## config.mk

```make
export PLATFORM = sky130hd
export DESIGN_NAME = ines_loader
export DESIGN_NICKNAME = d
export VERILOG_FILES = /design/src/rtl/ines_loader.sv
export SDC_FILE = /design/constraint.sdc
export NUM_CORES = 1
export LEC_CHECK = 0
export ABC_AREA = 1
export BUFFER_PORTS_ARGS = -buffer_cell sky130_fd_sc_hd__buf_2
export CAP_MARGIN = 25
export CELL_PAD_IN_SITES_DETAIL_PLACEMENT = 0
export CELL_PAD_IN_SITES_GLOBAL_PLACEMENT = 1
export CORE_MARGIN = 4
export CORE_UTILIZATION = 41
export CTS_CLUSTER_DIAMETER = 80
export DETAILED_ROUTE_END_ITERATION = 7
export GPL_ROUTABILITY_DRIVEN = 0
export PLACE_DENSITY_LB_ADDON = 0.1
export SLEW_MARGIN = 20
export SYNTH_ARGS = -nofsm -noshare
export SYNTH_HDL_FRONTEND = slang
export SYNTH_SLANG_ARGS = --single-unit
```

## constraint.sdc

```tcl
create_clock -name clk_cpu -period 2.65 [get_ports clk_cpu]
set_input_delay 0.1325 -clock clk_cpu [delete_from_list [all_inputs] [get_ports clk_cpu]]
set_output_delay 0.1325 -clock clk_cpu [all_outputs]
set_load 0.02 [all_outputs]
```

## src/rtl/ines_loader.sv

```systemverilog
// ines_loader: parses an iNES image byte stream, writes PRG/CHR ROM into cart
// memories and publishes the static cart configuration for mapper logic.
// Optional feature macro: CHR_RAM_CLEAR_EN (zero-fill CHR RAM before done).
// Handshake: a byte transfers on a rising edge where in_valid && in_ready;
// in_ready depends only on the current state, never on in_valid.
// state_dbg exposes the FSM state for checkers.
module ines_loader #(
    parameter int PRG_ROM_DEPTH = 17,
    parameter int CHR_ROM_DEPTH = 15,
    parameter int PRG_RAM_DEPTH = 13,
    localparam int AW = (PRG_ROM_DEPTH > CHR_ROM_DEPTH) ? PRG_ROM_DEPTH : CHR_ROM_DEPTH
) (
    input  logic                     clk_cpu,
    input  logic                     rst,
    input  logic                     start,
    input  logic [7:0]               in_data,
    input  logic                     in_valid,
    output logic                     in_ready,
    output logic                     prg_wr,
    output logic                     chr_wr,
    output logic [AW-1:0]            wr_addr,
    output logic [7:0]               wr_data,
    output logic                     mirrorv,
    output logic                     chr_ram,
    output logic                     prg_ram,
    output logic [PRG_ROM_DEPTH-1:0] prg_mask,
    output logic [CHR_ROM_DEPTH-1:0] chr_mask,
    output logic [PRG_RAM_DEPTH-1:0] prgram_mask,
    output logic [7:0]               mapper_id,
    output logic                     done,
    output logic                     error,
    output logic [2:0]               state_dbg
);

    // Byte counters must cover 255 banks of 16 KiB.
    localparam int CW = 22;
    localparam logic [CW:0] PRG_LIMIT = {{CW{1'b0}}, 1'b1} << PRG_ROM_DEPTH;
    localparam logic [CW:0] CHR_LIMIT = {{CW{1'b0}}, 1'b1} << CHR_ROM_DEPTH;
    localparam logic [CHR_ROM_DEPTH-1:0] CHR_RAM_MASK = CHR_ROM_DEPTH'(32'h1FFF);

    typedef enum logic [2:0] {
        S_IDLE    = 3'd0,
        S_HEADER  = 3'd1,
        S_TRAINER = 3'd2,
        S_PRG     = 3'd3,
        S_CHR     = 3'd4,
`ifdef CHR_RAM_CLEAR_EN
        S_CLEAR   = 3'd5,
`endif
        S_DONE    = 3'd6,
        S_ERROR   = 3'd7
    } state_t;

    state_t        state;
    state_t        after_prg;
    logic [3:0]    hdr_cnt;
    logic [8:0]    trn_cnt;
    logic [CW-1:0] sec_cnt;
`ifdef CHR_RAM_CLEAR_EN
    logic [12:0]   clr_cnt;
`endif
    logic          magic_bad;
    logic [7:0]    prg_banks;
    logic [7:0]    chr_banks;
    logic          mirror_f;
    logic          prgram_f;
    logic          trainer_f;
    logic [3:0]    map_lo;
    logic [3:0]    map_hi;

    logic          fire;
    logic [CW-1:0] prg_bytes;
    logic [CW-1:0] chr_bytes;
    logic [CW-1:0] prg_last;
    logic [CW-1:0] chr_last;
    logic          prg_too_big;
    logic          chr_too_big;

    // Turns x into (next power of two above x) - 1 by smearing the top set bit down.
    function automatic logic [CW-1:0] smear(input logic [CW-1:0] v);
        logic [CW-1:0] r;
        r = v;
        for (int i = 0; i < 5; i++) begin
            r = r | (r >> (1 << i));
        end
        return r;
    endfunction

    assign fire        = in_valid && in_ready;
    assign prg_bytes   = {prg_banks, 14'd0};
    assign chr_bytes   = {1'b0, chr_banks, 13'd0};
    assign prg_last    = prg_bytes - CW'(1);
    assign chr_last    = chr_bytes - CW'(1);
    assign prg_too_big = {1'b0, prg_bytes} > PRG_LIMIT;
    assign chr_too_big = {1'b0, chr_bytes} > CHR_LIMIT;

    // Status decoded straight from the state register.
    assign in_ready  = (state == S_HEADER) || (state == S_TRAINER) ||
                       (state == S_PRG)    || (state == S_CHR);
    assign error     = (state == S_ERROR);
    assign state_dbg = state;

    // Where the stream goes once the last PRG byte is taken.
    always_comb begin
        after_prg = S_DONE;
        if (chr_banks != 8'd0)
            after_prg = S_CHR;
`ifdef CHR_RAM_CLEAR_EN
        else
            after_prg = S_CLEAR;
`endif
    end

    // Loader FSM: header parse, section sequencing, write strobes and config.
    always_ff @(posedge clk_cpu) begin
        if (!rst) begin
            state       <= S_IDLE;
            hdr_cnt     <= 4'd0;
            trn_cnt     <= 9'd0;
            sec_cnt     <= '0;
`ifdef CHR_RAM_CLEAR_EN
            clr_cnt     <= 13'd0;
`endif
            magic_bad   <= 1'b0;
            prg_banks   <= 8'd0;
            chr_banks   <= 8'd0;
            mirror_f    <= 1'b0;
            prgram_f    <= 1'b0;
            trainer_f   <= 1'b0;
            map_lo      <= 4'd0;
            map_hi      <= 4'd0;
            prg_wr      <= 1'b0;
            chr_wr      <= 1'b0;
            wr_addr     <= '0;
            wr_data     <= 8'd0;
            mirrorv     <= 1'b0;
            chr_ram     <= 1'b0;
            prg_ram     <= 1'b0;
            prg_mask    <= '0;
            chr_mask    <= '0;
            prgram_mask <= '0;
            mapper_id   <= 8'd0;
            done        <= 1'b0;
        end else begin
            prg_wr <= 1'b0;
            chr_wr <= 1'b0;
            if (start) begin
                // Restart wins over any in-flight byte.
                state     <= S_HEADER;
                hdr_cnt   <= 4'd0;
                trn_cnt   <= 9'd0;
                sec_cnt   <= '0;
`ifdef CHR_RAM_CLEAR_EN
                clr_cnt   <= 13'd0;
`endif
                magic_bad <= 1'b0;
                done      <= 1'b0;
            end else begin
                case (state)
                    S_HEADER: if (fire) begin
                        hdr_cnt <= hdr_cnt + 4'd1;
                        case (hdr_cnt)
                            4'd0: magic_bad <= (in_data != 8'h4E);
                            4'd1: magic_bad <= magic_bad | (in_data != 8'h45);
                            4'd2: magic_bad <= magic_bad | (in_data != 8'h53);
                            4'd3: if (magic_bad || (in_data != 8'h1A)) state <= S_ERROR;
                            4'd4: prg_banks <= in_data;
                            4'd5: chr_banks <= in_data;
                            4'd6: begin
                                mirror_f  <= in_data[0];
                                prgram_f  <= in_data[1];
                                trainer_f <= in_data[2];
                                map_lo    <= in_data[7:4];
                            end
                            4'd7: map_hi <= in_data[7:4];
                            4'd15: begin
                                mirrorv     <= mirror_f;
                                prg_ram     <= prgram_f;
                                chr_ram     <= (chr_banks == 8'd0);
                                prg_mask    <= PRG_ROM_DEPTH'(smear(prg_last));
                                chr_mask    <= (chr_banks == 8'd0) ? CHR_RAM_MASK
                                                                   : CHR_ROM_DEPTH'(smear(chr_last));
                                prgram_mask <= prgram_f ? '1 : '0;
                                mapper_id   <= {map_hi, map_lo};
                                sec_cnt     <= '0;
                                trn_cnt     <= 9'd0;
                                if ((prg_banks == 8'd0) || prg_too_big || chr_too_big)
                                    state <= S_ERROR;
                                else if (trainer_f)
                                    state <= S_TRAINER;
                                else
                                    state <= S_PRG;
                            end
                            default: ;
                        endcase
                    end
                    S_TRAINER: if (fire) begin
                        trn_cnt <= trn_cnt + 9'd1;
                        if (trn_cnt == 9'h1FF)
                            state <= S_PRG;
                    end
                    S_PRG: if (fire) begin
                        prg_wr  <= 1'b1;
                        wr_addr <= sec_cnt[AW-1:0];
                        wr_data <= in_data;
                        if (sec_cnt == prg_last) begin
                            sec_cnt <= '0;
                            state   <= after_prg;
                        end else begin
                            sec_cnt <= sec_cnt + CW'(1);
                        end
                    end
                    S_CHR: if (fire) begin
                        chr_wr  <= 1'b1;
                        wr_addr <= sec_cnt[AW-1:0];
                        wr_data <= in_data;
                        if (sec_cnt == chr_last) begin
                            sec_cnt <= '0;
                            state   <= S_DONE;
                        end else begin
                            sec_cnt <= sec_cnt + CW'(1);
                        end
                    end
`ifdef CHR_RAM_CLEAR_EN
                    S_CLEAR: begin
                        chr_wr  <= 1'b1;
                        wr_addr <= AW'(clr_cnt);
                        wr_data <= 8'd0;
                        clr_cnt <= clr_cnt + 13'd1;
                        if (clr_cnt == 13'h1FFF)
                            state <= S_DONE;
                    end
`endif
                    // done follows the final strobe by one cycle.
                    S_DONE: done <= 1'b1;
                    default: ;
                endcase
            end
        end
    end

endmodule

```

==> metrics.cfg <==
[timing]
setup_tns_ns=0
worst_pin_slew_ns=0.731
setup-violations-final=0
final_max_slew_viol_count=0
period_needed_ns=2.32
relSlewSlack=0.511
rsz0062_at_grt=false
finClkSkew_ns=0.00772
fmax_mhz=431
finalHoldWorstSlack_ns=0.117
hold_violations=0
finalCritPeriodShare=0.875

[logic_synthesis]
async_flop_share=0
synth_compound_area_frac=0.168
synth.top_cell.area_share=0.371
synth-edff-count=0
syn_inst=835
synthSimpleGateAreaFrac=0.284
synthAdderAreaFrac=0.0251
synth.largest_area_cell=dfxtp_1
synth_xor_xnor_area_share=0.0190
synthMuxAreaShare=0
syn_area_per_cell_um2=7.17
synth_area_leaders=dfxtp_1 37%, nand2_1 8.8%, a21oi_1 7.7%
synth_flop_cell=dfxtp_1
yosysSeqAreaShare=0.371
synth.net_count=859
ys_ff_latch=111
synth.distinct_cells=45
synth.cell_area_um2=5990
synth_top_family_by_area=simple AND/OR/NAND/NOR gates
yosysWarnings=0

[floorplan]
dieWidth_um=129
die_y_um=129
rows=43
start_util=0.425
design.core.area_um2=14100
ioPinCount=101
die-area_um2=16600

[clock_tree]
cts_made_buffers=9
htreeDepth=3
ctsHoldBuffers=0
clk_pin_slew_worst_paths_ns=0.07
clockRootBuffer=clkbuf_16
clk_latency_ns=0.36
cts_resized=0
cts_tree=built
clock_sinks=111
postCtsSetupBuffers=0
cts_buffer_depth=2

[final_layout]
finish.net_count=915
drive_above_1_share=0.196
antenna_cells=0
syn_to_final_growth_pct=10.9
final_util=0.471

[worst_setup_path]
critPathRequiredTime_ns=2.93
r2r-start=chr_banks[0]$_SDFFE_PN0P_
cp-start-kind=register
setup.worst_path.class=register to register
worstPathArrival_ns=2.60
worstPathMaxFanout=20
critPathLaunch=chr_banks[0]$_SDFFE_PN0P_
crit_path_end_kind=register

[global_route]
grt_max_degree=69
grt_overflow_total=0
antenna_found_initial=0
grt_pass1_vias=5263
grt_pass1_wl_um=26800
track_usage=0.203

[detailed_routing]
ant_nets=0
drt-total-wl_um=16600
via_per_inst=5.21
wl_per_cell_um=15.4
drc=0
dr.pass1.iters=5
drtIter0Drc=354
vias=5602

[hold_path]
hold_class=input port to register
hp-start=in_data[7]

[place]
port_buffers=100
dp_hpwl_um=12600

[power_and_ir_drop]
ir_drop_uv=292
cellPowerDensity_nw_per_um2=477
leakagePower_nw=2.91

[flow_run]
maxCapViolations=0

[status]
outcome=completed

[cell usage in the layout, fill, tap and decap left out, types with 8 or more instances in the layout]
cell       count
buf_2        100
buf_4         12
nand2_1      141
xor2_1        10
dfxtp_1      111
inv_2          8
a21oi_1       92
o21ai_1       14
ha_1          12
clkbuf_16      9
nor2_4         8
nor2_1        66
nor3_1        17
nor2_2        11
nand2_2        8
nand3_1       50
o21ai_0       66
nand4_1       20
inv_1         83
[worst max-delay path: stages, from the launching register on]
cell and delay, ns:
dfxtp_1 0.35, inv_1 0.13, ha_1 0.38, nand2_2 0.13, nor2_2 0.20, nand2_1 0.08
nand2_1 0.07, nor2_1 0.04, nand2_1 0.04, nor2_1 0.03, nand2_1 0.08, nand2_2 0.07
nand2_2 0.32, nand3_1 0.14, a21oi_1 0.17
[state kept, by name, indices dropped and copies added, names as in the netlist, 2 cells and up]
register	flops
state_dbg	3
map_lo	4
sec_cnt	22
chr_banks	8
wr_addr	17
prg_banks	8
mapper_id	8
map_hi	4
trn_cnt	9
chr_mask	2
wr_data	8
hdr_cnt	4
prg_mask	4
[per-stage QoR]
step | area (um^2) | setup slack [ns] | instances | power [mW]
global route | 6640 | 0.0622 | 1076 | 3.30
CTS | 6630 | 0.253 | 1076 | 3.20
detailed placement | 6360 | 0.289 | 1060 | 1.92
floorplan | 5990 | 0.773 | 835 | 1.85
finish | 6640 | 0.332 | 1076 | 3.17
global placement | 6360 | 0.329 | 1060 | 1.92
[cell usage after synthesis (2+ instances only)]
master / count
nor4_1: 3
o21ai_2: 2
nand2_2: 8
nand2_1: 141
nor3b_1: 3
inv_1: 83
nor3_2: 3
clkinv_1: 2
o31ai_1: 2
buf_6: 3
a31oi_1: 2
o21a_1: 2
nand3_1: 50
ha_1: 12
buf_4: 42
nand3_2: 5
nor3_4: 2
a211oi_1: 2
nand3_4: 2
nor3_1: 17
o211ai_1: 4
dfxtp_1: 111
nor2_1: 66
a22oi_1: 2
o21ai_0: 66
buf_2: 6
nand4_1: 20
o21ai_1: 14
nand3b_1: 5
nor2_4: 8
xor2_1: 10
inv_2: 8
clkbuf_1: 14
xnor2_1: 3
a21oi_1: 92
nor2_2: 11
[area by class of cell]
cell class | count | area, um^2
clock inverters | 3 | 27.5
clock buffers | 13 | 240
well taps | 180 | 225
flip-flops and latches | 111 | 2220
inverters | 94 | 355
fillers | 1443 | 7460
repair buffers | 112 | 591
multi-input cells | 563 | 2980
[kinds of logic (layout without fill, tap and decap cells)]
group,Yosys count,count (layout)
AND/OR/NAND/NOR,347,347
AO/OA/AOI/OAI,191,191
buffers and inverters,161,222
flip-flops,111,111
XOR/XNOR,13,13
adder cells (fa/ha/maj),12,12
[per-layer routing]
layer	part of all wire	wire, um	track usage	vias to the layer above
li1	-	-	-	2838
met1	0.44	7380	0.259	2563
met2	0.46	7690	0.338	171
met3	0.061	1020	0.0315	30
met4	0.031	507	0.0908	0
met5	0	0	0	-
[final timing paths]
check	endpoint	slack, ns	cells past startpoint
worst max register to register	sec_cnt[5]$_SDFFE_PP0P_	0.33	14
worst max-delay path	sec_cnt[5]$_SDFFE_PP0P_	0.33	14
worst min-delay path	wr_data[7]$_SDFFE_PN0P_	0.12	3
worst min register to register	trn_cnt[7]$_SDFFE_PP0P_	0.45	1
[power breakdown]
| part | total (mW) | internal (mW) | switching, mW |
|---|---|---|---|
| sequential | 1.69 | 1.68 | 0.00930 |
| clock | 1.28 | 0.651 | 0.627 |
| combinational | 0.202 | 0.0520 | 0.150 |
| total | 3.17 | 2.38 | 0.787 |
(Power assumes the default switching activity.)
